## src/rtl/bpu_pkg.sv

```systemverilog
// Shared types for the branch resolve unit: the in-flight branch record and
// direction encodings.
package bpu_pkg;

  // Stored address width; ports narrower/wider than this are cast at the top.
  localparam int BR_AW = 32;

  localparam logic DIR_FWD = 1'b0;
  localparam logic DIR_BWD = 1'b1;

  typedef struct packed {
    logic [BR_AW-1:0] pc;
    logic [BR_AW-1:0] target;
    logic             dir;
    logic             taken;
  } br_rec_t;

endpackage

```

## src/rtl/bru_fifo.sv

```systemverilog
// Circular FIFO of in-flight branch predictions with a synchronous clear that
// drops every entry (used on mispredict).
module bru_fifo
  import bpu_pkg::*;
#(
  parameter int DEPTH = 4
) (
  input  logic    clk,
  input  logic    rst,
  input  logic    push,
  input  logic    pop,
  input  logic    clear,
  input  br_rec_t entry,
  output logic    full,
  output logic    empty,
  output br_rec_t head
);
  localparam int PW = $clog2(DEPTH);
  localparam int CW = PW + 1;

  br_rec_t         mem [DEPTH];
  logic [PW-1:0]   rptr, wptr;
  logic [CW-1:0]   count;

  assign full  = (count == CW'(DEPTH));
  assign empty = (count == '0);
  assign head  = mem[rptr];

  // Pointer arithmetic relies on DEPTH being a power of two to wrap for free.
  always_ff @(posedge clk or posedge rst) begin
    if (rst) begin
      rptr  <= '0;
      wptr  <= '0;
      count <= '0;
    end else if (clear) begin
      rptr  <= '0;
      wptr  <= '0;
      count <= '0;
    end else begin
      if (push) wptr <= wptr + PW'(1);
      if (pop)  rptr <= rptr + PW'(1);
      case ({push, pop})
        2'b10:   count <= count + CW'(1);
        2'b01:   count <= count - CW'(1);
        default: count <= count;
      endcase
    end
  end

  // Payload storage carries no reset.
  always_ff @(posedge clk) begin
    if (push && !clear) mem[wptr] <= entry;
  end

endmodule

```

## src/rtl/branch_resolve_unit.sv

```systemverilog
// Resolves predicted branches at execute against the actual outcome; raises a
// flush/redirect on mispredict and trains the predictor. Optional counters: BRU_STATS_EN.
module branch_resolve_unit
  import bpu_pkg::*;
#(
  parameter int DATA_WIDTH = 32,
  parameter int DEPTH      = 4
) (
  input  logic                  clk,
  input  logic                  rst,
  input  logic                  PredValidF,
  input  logic [DATA_WIDTH-1:0] PredPCF,
  input  logic [DATA_WIDTH-1:0] PredTargetF,
  input  logic                  PredTakenF,
  input  logic                  PredDirF,
  input  logic                  BranchE,
  input  logic                  ZeroE,
  output logic                  flushBranch,
  output logic [DATA_WIDTH-1:0] PCRedirect,
  output logic                  PCRedirectSrc,
  output logic                  UpdateValid,
  output logic                  UpdateDir,
  output logic                  UpdateCorrect,
  output logic                  QueueFull,
  output logic                  QueueEmpty,
  output logic                  ResolveErr
`ifdef BRU_STATS_EN
  ,
  output logic [31:0]           BranchCount,
  output logic [31:0]           MispredCount
`endif
);
  br_rec_t entry, head;
  logic    full, empty, pop, push;
  logic [DATA_WIDTH-1:0] head_pc, head_tgt;

  always_comb begin
    entry        = '0;
    entry.pc     = BR_AW'(PredPCF);
    entry.target = BR_AW'(PredTargetF);
    entry.dir    = PredDirF;
    entry.taken  = PredTakenF;
  end

  assign head_pc  = DATA_WIDTH'(head.pc);
  assign head_tgt = DATA_WIDTH'(head.target);

  assign pop         = BranchE && !empty;
  assign flushBranch = pop && (head.taken != ZeroE);
  // A push in the mispredict cycle is wrong-path and is dropped.
  assign push        = PredValidF && (!full || pop) && !flushBranch;

  assign PCRedirectSrc = flushBranch;
  assign PCRedirect    = !flushBranch ? '0 :
                         ZeroE        ? head_tgt : head_pc + DATA_WIDTH'(4);
  assign QueueFull     = full;
  assign QueueEmpty    = empty;

  bru_fifo #(.DEPTH(DEPTH)) u_fifo (
    .clk   (clk),
    .rst   (rst),
    .push  (push),
    .pop   (pop),
    .clear (flushBranch),
    .entry (entry),
    .full  (full),
    .empty (empty),
    .head  (head)
  );

  always_ff @(posedge clk or posedge rst) begin
    if (rst) begin
      UpdateValid   <= 1'b0;
      UpdateDir     <= 1'b0;
      UpdateCorrect <= 1'b0;
      ResolveErr    <= 1'b0;
    end else begin
      UpdateValid <= pop;
      if (pop) begin
        UpdateDir     <= head.dir;
        UpdateCorrect <= (head.taken == ZeroE);
      end
      if ((BranchE && empty) || (PredValidF && full && !pop)) ResolveErr <= 1'b1;
    end
  end

`ifdef BRU_STATS_EN
  always_ff @(posedge clk or posedge rst) begin
    if (rst) begin
      BranchCount  <= '0;
      MispredCount <= '0;
    end else begin
      if (pop && BranchCount != '1)          BranchCount  <= BranchCount + 32'd1;
      if (flushBranch && MispredCount != '1) MispredCount <= MispredCount + 32'd1;
    end
  end
`endif

endmodule
```

## config.mk

```make
export PLATFORM = sky130hd
export DESIGN_NAME = branch_resolve_unit
export DESIGN_NICKNAME = d
export VERILOG_FILES = /design/src/rtl/bpu_pkg.sv /design/src/rtl/bru_fifo.sv /design/src/rtl/branch_resolve_unit.sv
export SDC_FILE = /design/constraint.sdc
export NUM_CORES = 1
export LEC_CHECK = 0
export CAP_MARGIN = 30
export CORE_ASPECT_RATIO = 1.1
export CORE_UTILIZATION = 40
export CTS_CLUSTER_DIAMETER = 200
export CTS_CLUSTER_SIZE = 40
export DETAILED_ROUTE_END_ITERATION = 8
export HOLD_SLACK_MARGIN = 0.12
export PLACE_DENSITY = 0.55
export SYNTH_ARGS = -nofsm -noshare
export SYNTH_HDL_FRONTEND = slang
export SYNTH_HIERARCHICAL = 1
export SYNTH_SLANG_ARGS = --single-unit
export TNS_END_PERCENT = 100
```

## constraint.sdc

```tcl
create_clock -name clk -period 4.9 [get_ports clk]
set_input_delay 0.98 -clock clk [delete_from_list [all_inputs] [get_ports clk]]
set_output_delay 0.98 -clock clk [all_outputs]
set_load 0.01 [all_outputs]
```

**Yosys cells after proc, flatten, opt, wreduce, memory -nomap -nowiden**

Memory sizes are Yosys's and may differ from the RTL's.
Index checks and enable logic that the tools add are counted.

- Memories: 1
- Logic and storage cells: 46
- Bits in writable memories: 264
- Output and inout port bits: 40
- Register bits after elaboration: 11
- Bits of input ports: 71

Memory list:

| memory | depth | width | rd ports | clocked after memory_dff | wr ports | line | text |
|---|---|---|---|---|---|---|---|
| u_fifo.mem | 4 | 66 | 1 | 0 | 1 | bru_fifo.sv:21 | `br_rec_t mem [DEPTH];` |

- $add $sub $neg: 5
- Eq/ne operators: 5
- Multiplexer cells: 10
- Reductions and logical operators: 18

Operators with widths:

| operator | count |
|---|---|
| 2-to-1 mux 32 bit | 2 |
| adder 32 x 3 -> 32 bit, second input constant | 1 |
| logical AND 1 bit | 8 |
| 2-to-1 mux 2 bit | 4 |
| case mux 3 bit (2 select lines) | 1 |
| adder 2 x 1 -> 2 bit, second input constant | 2 |
| zero test 1 bit | 4 |
| nonzero test 2 bit | 2 |
| adder 3 x 1 -> 3 bit, second input constant | 1 |
| equality test 3 bit, second input constant | 1 |
| zero test 3 bit | 1 |
| 2-to-1 mux 3 bit | 1 |
| nonzero test 3 bit | 1 |
| subtractor 3 x 1 -> 3 bit, second input constant | 1 |
| equality test 2 x 1 -> 1 bit, second input constant | 1 |
| equality test 2 bit, second input constant | 1 |
| logical OR 1 bit | 2 |
| 2-to-1 mux 1 bit | 2 |
| equality test 1 bit | 1 |
| inequality test 1 bit | 1 |

**Depth between registers and ports, before layout**

Gate-level depths: netlist (run 1).

- Word-level depth: 9
- Mapped depth: 13
- Gate-level depth less buffers: 10

**Hierarchy**

Netlist (run 1), hierarchy kept.

By module, submodules not included:

| module | times used | seq. area each (um^2) | area each (um^2) | cells an instance |
|---|---|---|---|---|
| bru_fifo | 1 | 8,102.8 | 9,985.8 | 389 |
| branch_resolve_unit | 1 | 100.1 | 1,231.2 | 185 |

**Worst setup path after synthesis (run 1)**

OpenSTA, ideal clock, no wires.

- Kind: in2reg
- Start: input BranchE
- End: memory u_fifo/mem[0][0] (netlist name), enable pin
- Required time: 4.469 ns
- Data arrival time: 3.662 ns
- Stages: 8
- Path buffers: 2
- Setup time: 0.431 ns
- Slack: 0.807 ns
- Path through: nor2b_1 clkbuf_1 nand2_1 inv_1 nor2_1 buf_2 nor2b_1 and2_1

- Cells in the longest elaborated chain, start to end: 7
- Elaborated cells on any way between the ends: 9
- Classes of those cells: mux: 2; reduce/logical: 7

Ends and longest elaborated chain:

| what | line | text |
|---|---|---|
| start, declared | branch_resolve_unit.sv:16 | `input logic BranchE,` |
| logical AND 1 bit | branch_resolve_unit.sv:48 | `assign pop = BranchE && !empty;` |
| named net pop | branch_resolve_unit.sv:34 | `logic full, empty, pop, push;` |
| logical AND 1 bit | branch_resolve_unit.sv:49 | `assign flushBranch = pop && (head.taken != ZeroE);` |
| named net PCRedirectSrc | branch_resolve_unit.sv:20 | `output logic PCRedirectSrc,` |
| zero test 1 bit | branch_resolve_unit.sv:51 | `assign push = PredValidF && (!full \|\| pop) && !flushBranch;` |
| logical AND 1 bit | branch_resolve_unit.sv:51 |  |
| named net push | branch_resolve_unit.sv:34 |  |
| logical AND 1 bit | bru_fifo.sv:52 | `if (push && !clear) mem[wptr] <= entry;` |
| 2-to-1 mux 1 bit | bru_fifo.sv:52 |  |
| 2-to-1 mux 1 bit (not written as such) | bru_fifo.sv:52 |  |
| end, declared | bru_fifo.sv:21 |  |

The timed path passes the listed nets, and every way through them passes these cells.

==> results.cfg, run 1 <==
[grt]
grt_overflow_total = 0
grt_start_max_net_pins = 44
grt_antenna_before_repair = 0
grt_pass1_vias = 6072
grt_pass1_wl_um = 36930
track_usage_pct = 17.41

[routing]
postRouteAntennaNets = 0
drc_errors = 0
first_iter_violations = 336
viasPerCell = 5.284
drt_wl_total_um = 23860
vias = 5590
wl_per_cell_um = 22.55
first_pass_iters = 4

[layout]
final_nets = 775
nFillCells = 2353
ff_latch_area_um2 = 8210
fin_cells = 1058
design_area_um2 = 13230
fin_util_pct = 48.50
antenna_cells = 0
syn_to_final_growth_pct = 17.93
layout_commonest_cell = edfxtp_1
multi_input_area_um2 = 2825
layout_common_cells = edfxtp_1, clkdlybuf4s50_1, mux4_2
drive_above_1_share_pct = 18.69

[synth]
synth_compound_area_share_pct = 1.919
ys_ff_latch = 275
netlist_area_um2 = 11220
yosys.area_share.adder_pct = 0.7362
muxShareOfSynthArea_pct = 14.16
syn_avg_cell_area_um2 = 19.54
synth-simple-area-share_pct = 5.432
synth_seq_area_share_pct = 73.13
syn_nets = 651
synth_top_family_by_area = multiplexers
synth_xor_area_share_pct = 2.655
synth_warnings = 6
ys_types = 39
synthCells = 574

[pwr]
clkPwrFrac_pct = 15.9
p_sw_share_pct = 31.45
p_leak_nw = 4.196
p_seq_share_pct = 47.4
switchingPower_mw = 2.107
p_int_mw = 4.594
ir_worst_vdd_v = 0.0002554
cellPowerDensity_nw_per_um2 = 506.6
p_comb_share_pct = 36.7

[floorplanning]
core_area_um2 = 27270
die_x_um = 161.7
fp.dieH_um = 177.6
ios = 111
start_util_pct = 41.13
die-area_um2 = 28720
row_count = 63

[timing]
fin_tns_setup_ns = 0
setup_viol = 0
rsz0062_at_grt = false
final_hold_viol_count = 0
setup_slack_ns = 0.2123
slew_violations = 0
worst_pin_slew_ns = 0.4615
slew_headroom_pct = 69.23
fmax_mhz = 213.3
fin_crit_sh_pct = 95.67
fin_crit_ns = 4.688
clock_skew_ns = 0.02021

[critical_path]
worstSetupPathType = reg -> out
crit_start = u_fifo/rptr[0]$_DFFE_PP0P_
worst-path-max-fanout = 22
cp-end-kind = primary output
timing.rr.end = u_fifo/mem[3][11]$_DFFE_PP_
endpoint = PCRedirect[29]
reg2reg_depth = 12
worst-r2r-setup-slack_ns = 0.77
critical_path.reg2reg.startpoint = u_fifo/rptr[0]$_DFFE_PP0P_
arrival_ns = 3.71
required_ns = 3.92
start_kind = flop

[cts]
hold_buffers = 0
clockBufferDepth = 3
clock-sinks = 275
clock-root-buffer = clkbuf_16
cts_tree = built
worstSkewPairLatency_ns = 0.50
clk_pin_slew_ns = 0.14
htreeDepth = 1
cts_buffers = 10

[flow_run]
drv_cap = 0

[placed_design]
pre_cts_ws_ns = 0.6599
place_inst = 1034
gp_congestion = 0.7811
place_area_um2 = 12840
io_buffers = 110
post-dp-hpwl_um = 15950

[hold_path]
worstHoldPathCells = 1
min_path_type = reg -> reg

[status]
status = completed
==> critical path, cell delays in order, from the launching register on <==
cell             delay [ns]
dfrtp_4                0.65
buf_12                 0.25
mux4_2                 0.41
nand3_1                0.19
nor4_2                 0.42
nand3_1                0.16
xor2_1                 0.18
a211oi_1               0.33
clkdlybuf4s50_1        0.61
==> synth_stat cells <==
cell type	n	area, µm²
and3_1	6	37.54
nand4_2	2	25.02
mux2i_1	9	90.09
nand3_4	1	17.52
o21bai_1	1	7.510
nor4_4	1	21.27
mux4_2	66	1486
xor2_1	24	210.2
nor3_4	1	16.27
nor3b_1	3	22.52
clkinv_1	1	3.750
nor3_1	5	25.02
buf_6	1	11.26
dfrtp_1	11	275.3
and2_1	5	31.28
fa_1	1	20.02
nor2b_1	3	18.77
nand3_1	14	70.07
nor2_1	42	157.7
a211oi_1	12	90.09
buf_4	5	37.54
buf_2	6	30.03
buf_12	3	60.06
ha_1	5	62.56
buf_1	5	18.77
and3_2	1	7.510
nand2_1	21	78.83
edfxtp_1	264	7928
mux2_2	1	11.26
and4_1	1	8.760
inv_1	7	26.28
nor4_1	3	18.77
o21ai_0	2	10.01
a21oi_1	9	45.04
clkbuf_1	9	33.78
a211oi_2	5	62.56
and3b_1	1	8.760
nand4_1	7	43.79
xnor2_1	10	87.58
==> logic make-up (layout without fill, tap and decap cells) <==
group	after synthesis	in the layout
AO/OA/AOI/OAI	29	29
adder cells (fa/ha/maj)	6	6
XOR/XNOR	34	34
buffers and inverters	37	164
AND/OR/NAND/NOR	117	117
flip-flops	275	275
multiplexers	76	76
==> how the worst min path moves through the flow <==
stage | slack [ns] | end | from
2_1_floorplan | 0.51 | ResolveErr$_DFFE_PP0P_ | ResolveErr$_DFFE_PP0P_
3_3_place_gp | 0.46 | ResolveErr$_DFFE_PP0P_ | ResolveErr$_DFFE_PP0P_
3_5_place_dp | 0.49 | ResolveErr$_DFFE_PP0P_ | ResolveErr$_DFFE_PP0P_
4_1_cts | 0.52 | ResolveErr$_DFFE_PP0P_ | ResolveErr$_DFFE_PP0P_
5_1_grt | 0.54 | ResolveErr$_DFFE_PP0P_ | ResolveErr$_DFFE_PP0P_
6_report | 0.51 | ResolveErr$_DFFE_PP0P_ | ResolveErr$_DFFE_PP0P_
==> metal layers <==
layer | part of all wire, % | global-route usage, %
met1 | 43 | 22.79
met2 | 52 | 31.12
met3 | 4.0 | 2.430
met4 | 1.1 | 3.145
met5 | 0 | 0
==> state kept, by name (all words and copies together), names as in the netlist <==
signal	count
UpdateCorrect	1
UpdateValid	1
u_fifo/count	3
u_fifo/rptr	2
u_fifo/wptr	2
ResolveErr	1
u_fifo/mem	264
UpdateDir	1
==> final cells by class <==
class	instances	share of cell area (%)
Clock buffer	14	2.166
Clock inverter	1	0.05675
Inverter	8	0.2270
Multi-Input combinational cell	262	21.36
Sequential cell	275	62.07
Tap cell	357	3.377
Timing Repair Buffer	141	10.75
==> metrics by stage <==
stage	power, mW	hold slack (ns)
2_1_floorplan	4.824	0.5134
3_3_place_gp	5.660	0.4614
3_5_place_dp	5.696	0.4894
4_1_cts	6.762	0.5211
5_1_grt	7.069	0.5370
6_report	6.701	0.5088
==> timing repair <==
action | 4_1_cts | 5_1_grt
hold endpoints to repair | 0 | 0
setup buffers | 0 | 9
endpoints found under the setup margin | 0 | 8
gates resized for setup | 0 | 5
==> power groups by stage <==
stage / logic [mW] / clock network (mW) / registers (mW)
2_1_floorplan: 1.65 / 0 / 3.17
3_3_place_gp: 2.44 / 0 / 3.22
3_5_place_dp: 2.45 / 0 / 3.25
4_1_cts: 2.46 / 1.11 / 3.19
5_1_grt: 2.67 / 1.18 / 3.22
6_report: 2.46 / 1.07 / 3.18
(Power assumes the default switching activity.)
==> run 2, diff against run 1 <==
CORE_MARGIN = 8   (was default)
==> results.cfg, run 2 (synthesis gave the netlist of run 1 again) <==
[status]
status = completed

[grt]
grt_start_max_net_pins = 65
grt_pass1_wl_um = 36810
grt_antenna_before_repair = 0
grt_pass1_vias = 6097
track_usage_pct = 14.35
grt_overflow_total = 0

[floorplanning]
die_x_um = 175.7
die-area_um2 = 33660
start_util_pct = 40.49
ios = 111
core_area_um2 = 27710
row_count = 64
fp.dieH_um = 191.6

[layout]
top_register = u_fifo/mem
layout_commonest_cell = edfxtp_1
nFillCells = 2400
largest_register_ffs = 264
layout_common_cells = edfxtp_1, clkdlybuf4s50_1, mux4_2
ff_latch_area_um2 = 8208
multi_input_area_um2 = 2803
antenna_cells = 0
fin_cells = 1054
drive_above_1_share_pct = 16.93
syn_to_final_growth_pct = 17.06
reg_top3 = u_fifo/mem x264, u_fifo/count x3
final_nets = 765

[routing]
postRouteAntennaNets = 0
drt_wl_total_um = 24100
drc_errors = 0
viasPerCell = 5.249
first_pass_iters = 5
wl_per_cell_um = 22.87
first_iter_violations = 387
vias = 5532

[cts]
clock-root-buffer = clkbuf_16
clock-sinks = 275
worstSkewPairLatency_ns = 0.50
clk_pin_slew_ns = 0.14
hold_buffers = 0
cts_buffers = 10
cts_tree = built
clockBufferDepth = 3
htreeDepth = 1

[pwr]
cellPowerDensity_nw_per_um2 = 507.0
p_total_mw = 6.657
ir_worst_vdd_v = 0.0002887
p_leak_nw = 4.143

[timing]
worst_pin_slew_ns = 0.4991
final_hold_viol_count = 0
fin_crit_ns = 4.730
fmax_mhz = 211.4
rsz0062_at_grt = true
fin_tns_setup_ns = 0
slew_violations = 0
fin_crit_sh_pct = 96.53
slew_headroom_pct = 66.42
setup_viol = 0
clock_skew_ns = 0.02547

[flow_run]
drv_cap = 0

[critical_path]
worst-path-max-fanout = 37
arrival_ns = 3.75
cp-end-kind = primary output
required_ns = 3.92
critical_path.reg2reg.startpoint = u_fifo/rptr[0]$_DFFE_PP0P_
crit_start = u_fifo/rptr[0]$_DFFE_PP0P_
worstSetupPathType = reg -> out
start_kind = flop

[hold_path]
min-delay-start = ResolveErr$_DFFE_PP0P_
min_path_type = reg -> reg

[placed_design]
post-dp-hpwl_um = 16030
io_buffers = 110
place_inst = 1036
gp_congestion = 0.8099
==> run 2: cell count changes in the layout (fill, tap and decap cells not counted), moves of 2 or more <==
cell,change
nor4_2,-2
buf_12,-2
nor4_1,+2
buf_4,-9
==> run 2: cell type report <==
cell class                      count  area share (%)
Multi-Input combinational cell    262           21.35
Inverter                            8          0.2287
Clock inverter                      1         0.05718
Timing Repair Buffer              131           10.22
Tap cell                          363           3.459
Clock buffer                       14           2.182
Sequential cell                   275           62.51
==> run 2: path summary, 6_finish.rpt <==
| check | endpoint | slack [ns] | cells after the start |
|---|---|---|---|
| worst max-delay path | PCRedirect[29] | 0.17 | 8 |
| worst min-delay path | ResolveErr$_DFFE_PP0P_ | 0.49 | 1 |
| worst max register to register | u_fifo/mem[0][39]$_DFFE_PP_ | 0.92 | 11 |
| worst min register to register | ResolveErr$_DFFE_PP0P_ | 0.49 | 1 |
| max in group asynchronous | u_fifo/rptr[0]$_DFFE_PP0P_ | 3.90 | 2 |
| min in group asynchronous | UpdateValid$_DFF_PP0_ | 0.69 | 2 |
==> run 2: report_power, final <==
group | leakage, nW | switching, mW | internal (mW) | total (mW)
Sequential | 2.53 | 0.118 | 3.02 | 3.14
Clock | 0.139 | 0.648 | 0.419 | 1.07
Combinational | 1.47 | 1.33 | 1.12 | 2.45
==> run 2: worst max-delay path, stage by stage (launching register included) <==
cell	delay, ns
dfrtp_4	0.58
buf_12	0.23
mux4_2	0.44
nand4_1	0.16
nor4_1	0.48
nand3_1	0.18
xor2_1	0.17
a211oi_1	0.37
clkdlybuf4s50_1	0.61
==> run 2: layer usage <==
layer	track usage, %	routed length (µm)
met1	18.48	10170
met2	25.27	12260
met3	2.635	1449
met4	2.577	220
met5	0	0
==> run 2: timing repair <==
item,CTS,global route
buffers inserted,3,0
resized for setup,0,1
setup endpoints to repair,1,4
==> run 2: through the flow <==
stage / area, µm² / setup slack [ns] / utilization, % / hold slack [ns]
finish: 13130 / 0.1703 / 47.39 / 0.4934
global route: 13130 / -0.02019 / 47.39 / 0.5286
CTS: 13120 / 0.1606 / 47.36 / 0.4972
detailed placement: 12810 / 0.5530 / 46.22 / 0.4623
global placement: 12810 / 0.5144 / 46.22 / 0.4629
floorplan: 11220 / 0.8070 / - / 0.5134
==> run 3, diff against run 2 <==
TNS_END_PERCENT = default   (was 100)
==> results of run 3 <==
The final DEF is identical to that of run 2; final timing and power are the same.
